[src/rtl/uart_rx_pkg.sv]
// UART receiver shared definitions.
// States, widths and legal oversampling ratios.
package uart_rx_pkg;

  localparam int DATA_W_DEF = 8;
  localparam int PRESC_W_DEF = 6;
  localparam int BIT_CNT_W = 4;

  localparam int unsigned PRESC_8 = 8;
  localparam int unsigned PRESC_16 = 16;
  localparam int unsigned PRESC_32 = 32;

  typedef enum logic [2:0] {
    IDLE   = 3'd0,
    START  = 3'd1,
    DATA   = 3'd2,
    PARITY = 3'd3,
    STOP   = 3'd4
  } rx_state_t;

  function automatic logic presc_legal(
    input int unsigned p
  );
    return (p == PRESC_8) ||
           (p == PRESC_16) ||
           (p == PRESC_32);
  endfunction

endpackage

[src/rtl/uart_rx_fsm_edge_bit_counter.sv]
// Oversample edge counter and bit counter.
// Both clear whenever enable is low.
module edge_bit_counter
  import uart_rx_pkg::*;
#(
  parameter int PRESC_W = PRESC_W_DEF,
  parameter int BIT_W = BIT_CNT_W
) (
  input  logic               CLK,
  input  logic               RST,
  input  logic               enable,
  input  logic [PRESC_W-1:0] prescale,
  output logic [PRESC_W-1:0] edge_cnt,
  output logic [BIT_W-1:0]   bit_cnt,
  output logic               bit_end
);

  logic [PRESC_W-1:0] last_edge;

  assign last_edge = prescale - PRESC_W'(1);
  // >= keeps the count bounded even for odd ratios
  assign bit_end = (edge_cnt >= last_edge);

  always_ff @(posedge CLK or negedge RST) begin
    if (!RST) begin
      edge_cnt <= '0;
      bit_cnt  <= '0;
    end else if (!enable) begin
      edge_cnt <= '0;
      bit_cnt  <= '0;
    end else if (bit_end) begin
      edge_cnt <= '0;
      bit_cnt  <= bit_cnt + BIT_W'(1);
    end else begin
      edge_cnt <= edge_cnt + PRESC_W'(1);
    end
  end

endmodule

[src/rtl/uart_rx_fsm.sv]
// UART receive frame controller.
// Sequences start/data/parity/stop and flags good bytes.
module uart_rx_fsm
  import uart_rx_pkg::*;
#(
  parameter int DATA_WIDTH = DATA_W_DEF,
  parameter int PRESC_W = PRESC_W_DEF
) (
  input  logic               CLK,
  input  logic               RST,
  input  logic               RX_IN,
  input  logic               PAR_EN,
  input  logic [PRESC_W-1:0] Prescale,
  input  logic               samp_valid,
  input  logic               strt_glitch,
  input  logic               par_err,
  input  logic               stp_err,
  output logic [PRESC_W-1:0] edge_cnt,
  output logic               dat_samp_en,
  output logic               strt_chk_en,
  output logic               deser_en,
  output logic               par_chk_en,
  output logic               stp_chk_en,
  output logic               data_valid
);

  rx_state_t            state;
  logic [PRESC_W-1:0]   presc_q;
  logic                 par_en_q;
  logic                 par_bad;
  logic [BIT_CNT_W-1:0] bit_cnt;
  logic                 bit_end;
  logic                 cnt_en;
  logic                 go;

  // An illegal ratio keeps the receiver parked in IDLE
  assign go = !RX_IN &&
              presc_legal(32'(Prescale));

  // Drop enable on the final stop edge so a
  // back-to-back frame starts from bit 0
  assign cnt_en = (state != IDLE) &&
                  !((state == STOP) && bit_end);

  edge_bit_counter #(
    .PRESC_W (PRESC_W),
    .BIT_W   (BIT_CNT_W)
  ) u_cnt (
    .CLK      (CLK),
    .RST      (RST),
    .enable   (cnt_en),
    .prescale (presc_q),
    .edge_cnt (edge_cnt),
    .bit_cnt  (bit_cnt),
    .bit_end  (bit_end)
  );

  always_ff @(posedge CLK or negedge RST) begin
    if (!RST) begin
      state      <= IDLE;
      presc_q    <= '0;
      par_en_q   <= 1'b0;
      par_bad    <= 1'b0;
      data_valid <= 1'b0;
    end else begin
      data_valid <= 1'b0;
      unique case (state)
        IDLE: begin
          if (go) begin
            state    <= START;
            presc_q  <= Prescale;
            par_en_q <= PAR_EN;
            par_bad  <= 1'b0;
          end
        end
        START: begin
          if (bit_end)
            state <= strt_glitch ? IDLE : DATA;
        end
        DATA: begin
          if (bit_end &&
              bit_cnt == BIT_CNT_W'(DATA_WIDTH))
            state <= par_en_q ? PARITY : STOP;
        end
        PARITY: begin
          if (samp_valid || bit_end)
            par_bad <= par_err;
          if (bit_end)
            state <= STOP;
        end
        STOP: begin
          if (bit_end) begin
            data_valid <= !stp_err && !par_bad;
            if (go) begin
              state    <= START;
              presc_q  <= Prescale;
              par_en_q <= PAR_EN;
              par_bad  <= 1'b0;
            end else begin
              state <= IDLE;
            end
          end
        end
        default: state <= IDLE;
      endcase
    end
  end

  always_comb begin
    dat_samp_en = 1'b0;
    strt_chk_en = 1'b0;
    deser_en    = 1'b0;
    par_chk_en  = 1'b0;
    stp_chk_en  = 1'b0;
    unique case (1'b1)
      (state == START): begin
        dat_samp_en = 1'b1;
        strt_chk_en = 1'b1;
      end
      (state == DATA): begin
        dat_samp_en = 1'b1;
        deser_en    = 1'b1;
      end
      (state == PARITY): begin
        dat_samp_en = 1'b1;
        par_chk_en  = 1'b1;
      end
      (state == STOP): begin
        dat_samp_en = 1'b1;
        stp_chk_en  = 1'b1;
      end
      default: ;
    endcase
  end

endmodule

[config.mk]
export PLATFORM = sky130hd
export DESIGN_NAME = uart_rx_fsm
export DESIGN_NICKNAME = d
export VERILOG_FILES = /design/src/rtl/uart_rx_pkg.sv /design/src/rtl/uart_rx_fsm_edge_bit_counter.sv /design/src/rtl/uart_rx_fsm.sv
export SDC_FILE = /design/constraint.sdc
export NUM_CORES = 1
export LEC_CHECK = 0
export ABC_CLOCK_PERIOD_IN_PS = 2960
export BUFFER_PORTS_ARGS = -buffer_cell sky130_fd_sc_hd__buf_2
export CAP_MARGIN = 40
export CORE_ASPECT_RATIO = 1.1
export CORE_MARGIN = 4
export CORE_UTILIZATION = 48
export DETAILED_ROUTE_END_ITERATION = 12
export HOLD_SLACK_MARGIN = 0.05
export PLACE_DENSITY = 0.83
export SLEW_MARGIN = 20
export SYNTH_ARGS = -nofsm -noshare
export SYNTH_HDL_FRONTEND = slang
export SYNTH_HIERARCHICAL = 1
export SYNTH_SLANG_ARGS = --single-unit
[constraint.sdc]
create_clock -name CLK -period 2.96 [get_ports CLK]
set_clock_uncertainty 0.2 [all_clocks]
set_input_delay 0.148 -clock CLK [delete_from_list [all_inputs] [get_ports CLK]]
set_output_delay 0.148 -clock CLK [all_outputs]
set_load 0.03 [all_outputs]
After elaboration in Yosys (flattened, before gate mapping)
Index checks and enable logic that the tools add are counted.
- bits in registers: 22
- latch bits: 0
- memory bits (writable): 0
- ROM bits: 0
- input port bits: 14
- word-level logic and storage cells: 76
- memories kept: 0
- add/sub/neg operators: 3
- multipliers: 0
- divide/modulo/power cells: 0
- order comparisons: 1
- eq/ne operators: 15
- shifts and indexed selects: 0
- muxes and demuxes: 30
- bitwise gates (word level): 0
- reductions and logical operators: 20
- operators by type and width (operator ; count):
    two-way mux 6 bit ; 4
    two-way mux 3 bit ; 6
    case mux 3 bit (5 select lines) ; 1
    != test 2 bit (second input constant) ; 7
    two-way mux 1 bit ; 13
    case mux 6 bit (2 select lines) ; 1
    two-way mux 4 bit ; 2
    adder 6 x 1 -> 6 bit (second input constant) ; 1
    == test 3 x 2 -> 1 bit (second input constant) ; 2
    == test 6 x 4 -> 1 bit (second input constant) ; 1
    == test 6 x 5 -> 1 bit (second input constant) ; 1
    == test 6 bit (second input constant) ; 1
    >= comparator 6 bit ; 1
    nonzero test 3 bit ; 2
    subtractor 6 x 1 -> 6 bit (second input constant) ; 1
    logical AND 1 bit ; 5
    AND reduction 5 bit ; 1
    adder 4 x 1 -> 4 bit (second input constant) ; 1
    == test 4 bit (second input constant) ; 1
    logical NOT 1 bit ; 4
    OR reduction 4 bit ; 1
    == test 3 x 1 -> 1 bit (second input constant) ; 1
    == test 3 bit (second input constant) ; 1
    logical NOT 3 bit ; 1
    7 further kinds ; 9

Logic depth before layout (Yosys ltp)
Gate-level depths: netlist of the first run.
- depth after elaboration: 7
- depth in mapped cells: 13
- depth with buffers taken out: 12

Hierarchy
Netlist of the first run, hierarchy kept.
- modules (own cells, without submodules) (module ; instances ; cells an instance ; area an instance (um2) ; seq. area each (um2)):
    edge_bit_counter ; 1 ; 76 ; 710.7 ; 250.2
    uart_rx_fsm ; 1 ; 55 ; 593.1 ; 300.3

Worst setup path after synthesis of the first run
Ideal clock, no wire load.
- path kind: register -> register
- from: register presc_q[4]
- to: register u_cnt.bit_cnt[3]
- library setup time: 0.071 ns
- arrival: 2.724 ns
- required time: 2.689 ns
- slack: -0.035 ns
- stages on the path, launching flop included: 13
- path buffers: 1
- period minus slack after synthesis: 2.995 ns
- cells stage by stage: dfrtp_1 > nor3_1 > nand2_1 > xor2_1 > ha_1 > a21oi_1 > o211ai_1 > nand2b_1 > nand2_1 > clkbuf_2 > nand2b_1 > or4_1 > nand4_1
- longest elaborated chain between the ends: 6
- RTL lines (element ; RTL line ; RTL):
    start, declared ; uart_rx_fsm.sv:28 ; logic [PRESC_W-1:0] presc_q;
    start signal, assigned ; uart_rx_fsm.sv:71 ; presc_q <= Prescale;
    start signal, assigned ; uart_rx_fsm.sv:96 ; presc_q <= Prescale;
    subtractor 6 x 1 -> 6 bit (*) ; uart_rx_fsm_edge_bit_counter.sv:20 ; assign last_edge = prescale - PRESC_W'(1);
    >= comparator 6 bit (*) ; uart_rx_fsm_edge_bit_counter.sv:22 ; assign bit_end = (edge_cnt >= last_edge);
    named net bit_end ; uart_rx_fsm.sv:32 ; logic bit_end;
    logical AND 1 bit (*) ; uart_rx_fsm.sv:43 ; !((state == STOP) && bit_end);
    logical NOT 1 bit (*) ; uart_rx_fsm.sv:43 ;
    logical AND 1 bit (*) ; uart_rx_fsm.sv:42 ; assign cnt_en = (state != IDLE) &&
    named net cnt_en ; uart_rx_fsm.sv:33 ; logic cnt_en;
    != test 2 bit (no source line) / two-way mux 4 bit (equally long branches) ; -- ;
    end signal, assigned ; uart_rx_fsm_edge_bit_counter.sv:33 ; bit_cnt <= bit_cnt + BIT_W'(1);
    end, declared ; uart_rx_fsm_edge_bit_counter.sv:14 ; output logic [BIT_W-1:0] bit_cnt,
Mark *: on every way through the listed nets, which the timed path passes. The rest lies on a longest branch.
A chain may end at the register's enable or synchronous reset.

Final worst setup path of the first run
- from: register presc_q[4]
- to: register presc_q[5]
- longest elaborated chain between the ends: 4
- RTL lines (element ; RTL line):
    subtractor 6 x 1 -> 6 bit ; uart_rx_fsm_edge_bit_counter.sv:20
    >= comparator 6 bit ; uart_rx_fsm_edge_bit_counter.sv:22
    named net bit_end ; uart_rx_fsm.sv:32
    != test 2 bit (no source line) ; --
    AND reduction 2 bit (no source line) ; --
The timed path passes the listed nets, and every way through them passes these cells.

==> metrics.cfg, run 1 <==
[placed_design]
place_area_um2 = 1485
place_congestion = 0.8497
dpl.hpwl_um = 2182
dp.cells = 188
io_buffers = 25

[logic_synthesis]
syn-cell-area_um2 = 1304
synth_ff_type = dfrtp_1
ys_types = 38
synth_nets = 154
synth_edf_count = 0
netlist.area_leader.share = 0.4223
avgSynthCellArea_um2 = 9.952
synth_cells = 131
seq_area_frac_synth = 0.4223
synth_warnings = 6
synth_top_area_cell = dfrtp_1
synth-seq-cells = 22
synth.area.top_cells = dfrtp_1, ha_1, mux2_2
async_reset_ff_frac = 1.000

[global_routing]
grt_pass1_wl_um = 4919
grt_pass1_vias = 1135
grt_usage = 0.1762
grt_antenna_before_repair = 0
grt_overflow_total = 0
grt_max_degree = 23

[power_and_ir_drop]
p_clk_frac = 0.159
power.switching_mw = 0.4381
cellLeakagePower_nw = 0.8142
p_seq_frac = 0.407
peakVddDrop_uv = 468.3
p_int_mw = 0.6059
pwr-share-comb = 0.434
power.density_nw_per_um2 = 632.6
p_sw_frac = 0.4196
power.total_mw = 1.044

[clock_tree]
cts_made_buffers = 3
cts_tree = done
clock-sinks = 22
cts_buffer_depth = 2
htree_levels = 1
clk_latency_ns = 0.31
clk_pin_slew_worst_paths_ns = 0.12
clockRootBuffer = clkbuf_4

[floorplan]
core_um2 = 2544
die_area_um2 = 3615
initial_core_util = 0.5125
fp-row-count = 19
io_pins = 26
fp.dieW_um = 57.69
fp.dieH_um = 62.66

[finish]
fillers = 219
fin_area_um2 = 1650
fin_util = 0.6488
syn_to_final_growth_pct = 26.58
drive_above_1_share = 0.2749
layoutNonFillerInstCount = 202
diodes = 0
fin_nets = 195
mostFrequentLayoutCells = buf_2, dfrtp_1, nor2_1
final_common_cell = buf_2

[timing]
finalCritPeriodShare = 0.9602
setup_viol = 0
max_freq_mhz = 351.8
relSlewSlack = 0.6646
min_period_ns = 2.842
drv_slew = 0
worstMarginPinSlew_ns = 0.5031
hold_viol_final = 0

[critical_path]
r2r_end = presc_q[5]
worst-r2r-cell-count = 10
regToRegStartpoint = presc_q[4]
crit_fanout = 7
endpoint = presc_q[5]
critPathCaptureType = flop
reg2reg_slack_ns = 0.12
cp-start-kind = flop
startpoint = presc_q[4]
cp.arrival_ns = 2.85
critPathKind = flop to flop
critPathRequiredTime_ns = 2.97

[route]
wl_per_cell_um = 14.65
drtIter0Drc = 34
drt-pass1-iter-count = 4
vias = 1119
drt-total-wl_um = 2959
via_per_inst = 5.540
postRouteAntennaNets = 0
drc_errors = 0

[status]
status = finished clean

[flow_run]
cap_violations = 0

[hold_path]
hold_path_class = input pin to flop

==> routing by layer <==
| metal | GRT usage | wire length (um) |
|---|---|---|
| met3 | 0.02893 | 168 |
| met5 | 0 | 0 |
| met1 | 0.1982 | 1113 |
| met2 | 0.3121 | 1618 |
| met4 | 0.08696 | 58 |
==> critical path: stages, from the launching register on <==
cell	delay (ns)
dfrtp_1	0.43
nor3_1	0.21
nand2_1	0.09
xor2_1	0.16
ha_1	0.40
nand4_4	0.15
o211ai_1	0.27
nand2b_4	0.19
nand2_2	0.09
nor2_4	0.19
mux2_2	0.36
==> cell families after synthesis <==
kind of cell,count (synthesis),synth area share
compound gates,19,0.1113
mux,7,0.05758
xor+xnor,10,0.06718
buf+inv,11,0.03262
fa+ha+maj,9,0.08637
simple gates,53,0.2226
flops,22,0.4223
==> synthesized netlist by cell type, drive strengths merged (2+ instances only) <==
cell    number
xor2         5
mux2i        3
o211ai       3
nor2b        4
xnor2        5
dfrtp       22
nand2       11
inv          9
nor2        12
a21o         2
nand2b       7
nor3         2
nand3        5
nor4         3
and3         2
a21oi        3
clkbuf       2
ha           9
mux2         4
nand4        3
o21ai        4
==> metrics by stage <==
stage | setup TNS [ns] | setup slack, ns | hold WS, ns
2_1_floorplan | 0 | 0.04739 | -0.3476
3_3_place_gp | 0 | 0.2458 | -0.07114
3_5_place_dp | 0 | 0.1150 | -0.06045
4_1_cts | 0 | 0.06445 | 0.06384
5_1_grt | -0.08598 | -0.02862 | 0.1003
6_report | 0 | 0.1179 | 0.08150
==> state kept, by name, summed over array words and instances (netlist names) <==
| name | count |
|---|---|
| u_cnt/bit_cnt | 4 |
| data_valid | 1 |
| u_cnt/edge_cnt | 6 |
| state | 3 |
| par_en_q | 1 |
| presc_q | 6 |
| par_bad | 1 |
==> power by group through the flow <==
stage          Combinational [mW]  Sequential (mW)  Clock, mW
3_3_place_gp                0.398            0.426          0
5_1_grt                     0.498            0.438      0.187
6_report                    0.453            0.425      0.166
2_1_floorplan               0.275            0.453          0
3_5_place_dp                0.420            0.431          0
4_1_cts                     0.431            0.425      0.173
==> timing repair <==
action | CTS | global route
setup endpoints to repair | 0 | 11
hold endpoints to repair | 29 | 0
hold buffers | 9 | 0
gates resized for setup | 0 | 6
setup buffers | 0 | 1
==> worst min-delay path by stage <==
stage                      from                 to  slack [ns]  cells past startpoint
after floorplan             RST         data_valid       -0.35                      0
after global placement      RST  u_cnt/edge_cnt[5]       -0.07                      1
after detailed placement    RST  u_cnt/edge_cnt[3]       -0.06                      1
after CTS                 RX_IN         presc_q[1]        0.06                      5
after global routing      RX_IN         presc_q[2]        0.10                      5
final                     RX_IN         presc_q[2]        0.08                      5
==> layout make-up <==
| type | instances | area, um^2 | area share |
|---|---|---|---|
| Clock buffer | 4 | 36.28 | 0.02199 |
| Multi-Input combinational cell | 98 | 742.0 | 0.4496 |
| Sequential cell | 22 | 550.5 | 0.3336 |
| Inverter | 9 | 33.78 | 0.02047 |
| Tap cell | 31 | 38.79 | 0.02350 |
| Timing Repair Buffer | 38 | 249.0 | 0.1509 |
Power figures use the tool's default switching activity.
==> run 2, diff against run 1 <==
- SYNTH_HIERARCHICAL: 1 -> default
==> run 2 against run 1 <==
Net effect: fmax grew 1.0%; register-to-register slack improved by 0.03 ns; hold slack worse by 0.014 ns; area after synthesis is 0.48% lower; utilization shrank 3.0 points; power up 35%; clock power about the same; first-iteration DRC count is 29% lower; largest power group unchanged.
==> metrics.cfg, run 2 <==
[finish]
final_common_cell = buf_2
fin_area_um2 = 1573
layoutNonFillerInstCount = 196
top_regs = presc_q (6), u_cnt.edge_cnt (6), u_cnt.bit_cnt (4)
drive_above_1_share = 0.2424
fillers = 215
fin_nets = 190
diodes = 0
syn_to_final_growth_pct = 21.22
mostFrequentLayoutCells = buf_2, dfrtp_1, nor2_1

[logic_synthesis]
netlist_top_cells_count = dfrtp_1, nor2_1, ha_1
synth.area.top_cells = dfrtp_1, ha_1, o21ai_0
synth_cells = 131
synth_nets = 155
synth_top_area_cell = dfrtp_1
seq_area_frac_synth = 0.4243
avgSynthCellArea_um2 = 9.905
synth_warnings = 0
synth_ff_type = dfrtp_1
synth.most_common_cell = dfrtp_1
async_reset_ff_frac = 1.000
synth-seq-cells = 22
ys_types = 35
netlist.area_leader.share = 0.4243
synth_edf_count = 0
syn-cell-area_um2 = 1297

[route]
drt-pass1-iter-count = 4
via_per_inst = 5.520
drtIter0Drc = 24
vias = 1082
drc_errors = 0
postRouteAntennaNets = 0
drt-total-wl_um = 2900
wl_per_cell_um = 14.80

[placed_design]
place_area_um2 = 1443
place_congestion = 0.8011
preCtsSetupSlack_ns = 0.07909
io_buffers = 25
dpl.hpwl_um = 2158
dp.cells = 184

[timing]
finalCritPeriodShare = 0.9505
drv_slew = 0
max_freq_mhz = 355.4
setup_viol = 0
setup-tns-final_ns = 0
hold_viol_final = 0
relSlewSlack = 0.6704
setup_ws_ns = 0.1465
min_period_ns = 2.814
rsz0062_at_grt = false
worstMarginPinSlew_ns = 0.4945

[global_routing]
grt_pass1_vias = 1053
grt_overflow_total = 0
grt_pass1_wl_um = 4636
grt_max_degree = 23
grt_antenna_before_repair = 0
grt_usage = 0.1619

[critical_path]
worst-r2r-cell-count = 8
crit_fanout = 11
regToRegStartpoint = presc_q[2]
cp-start-kind = flop
critPathCaptureType = flop
cp.arrival_ns = 2.82
startpoint = presc_q[2]
critPathRequiredTime_ns = 2.97
critPathKind = flop to flop

[floorplan]
initial_core_util = 0.5101
fp-row-count = 19
fp.dieH_um = 62.53
fp.dieW_um = 57.57
die_area_um2 = 3600
core_um2 = 2544
io_pins = 26

[power_and_ir_drop]
cellLeakagePower_nw = 0.8017
power.density_nw_per_um2 = 895.2
peakVddDrop_uv = 475.3

[clock_tree]
clk_latency_ns = 0.31
htree_levels = 1
post_cts_buffers = 0
cts_tree = done
clk_pin_slew_worst_paths_ns = 0.13
cts_buffer_depth = 2
cts_made_buffers = 3
clock-sinks = 22
clockRootBuffer = clkbuf_4

[hold_path]
hold_path_class = input pin to flop
hold_start = samp_valid
holdPathStages = 4

[status]
status = finished clean

[flow_run]
cap_violations = 0

## run 2: changes by cell type after synthesis, moves of 2 or more
| cell | before | now |
|---|---|---|
| o2bb2ai_1 | 0 | 2 |
| nand2_1 | 11 | 8 |
| a21o_1 | 2 | 0 |
| buf_2 | 0 | 3 |
| nand2b_1 | 7 | 3 |
| and3_1 | 2 | 0 |
| a21oi_1 | 2 | 6 |
| o21ai_0 | 4 | 9 |
| o211a_1 | 0 | 2 |
| mux2i_1 | 3 | 0 |
## run 2: critical path: stages (launching register included)
cell	delay, ns
dfrtp_1	0.43
or3_1	0.41
nor3_2	0.14
xnor2_1	0.09
ha_1	0.32
nand4_1	0.13
o221a_4	0.35
a21boi_4	0.25
mux2_2	0.38
## run 2: metal layers
metal / vias up / share of wire / track usage
li1: 528 / - / -
met1: 523 / 0.41 / 0.1930
met2: 27 / 0.54 / 0.2853
met3: 4 / 0.039 / 0.02893
met4: 0 / 0.013 / 0.05507
met5: - / 0 / 0
## run 2: stage by stage
step / util / hold WS (ns) / power (mW)
final: 0.6183 / 0.06734 / 1.408
after CTS: 0.6129 / 0.07569 / 1.383
after global routing: 0.6183 / 0.05320 / 1.520
after detailed placement: 0.5671 / -0.05459 / 1.205
after floorplan: - / -0.3476 / 1.023
after global placement: 0.5671 / -0.07157 / 1.152
## run 2: cell families after synthesis
group | after synthesis | synth area share
fa+ha+maj | 10 | 0.09643
compound gates | 28 | 0.1553
xor+xnor | 10 | 0.06750
simple gates | 45 | 0.1784
buf+inv | 12 | 0.04339
flops | 22 | 0.4243
mux | 4 | 0.03471
## run 2: final timing paths
check                                   end  slack, ns
min                                 par_bad       0.07
max reg2reg                      presc_q[4]       0.15
min in group asynchronous        presc_q[1]       0.11
max                              presc_q[4]       0.15
min reg2reg                      data_valid       0.26
max in group asynchronous  u_cnt.bit_cnt[3]       2.12
## run 2: power breakdown
part	total (mW)	internal (mW)	leakage, nW	switching (mW)
registers	0.454	0.375	0.290	0.0798
logic	0.784	0.299	0.491	0.485
clock network	0.169	0.0752	0.0210	0.0943
## run 2: final cells by class
type	count	area, um^2	share of cell area
sequential	22	550.5	0.3500
clock buffer	4	36.28	0.02307
multi-input combinational	97	704.4	0.4479
tap	31	38.79	0.02466
inverter	8	30.03	0.01909
timing repair buffer	34	212.7	0.1352
## run 2: what timing repair did
item,4_1_cts,5_1_grt
hold buffers,8,0
resized for setup,0,2
endpoints found under the setup margin,0,4
endpoints found under the hold margin,29,0
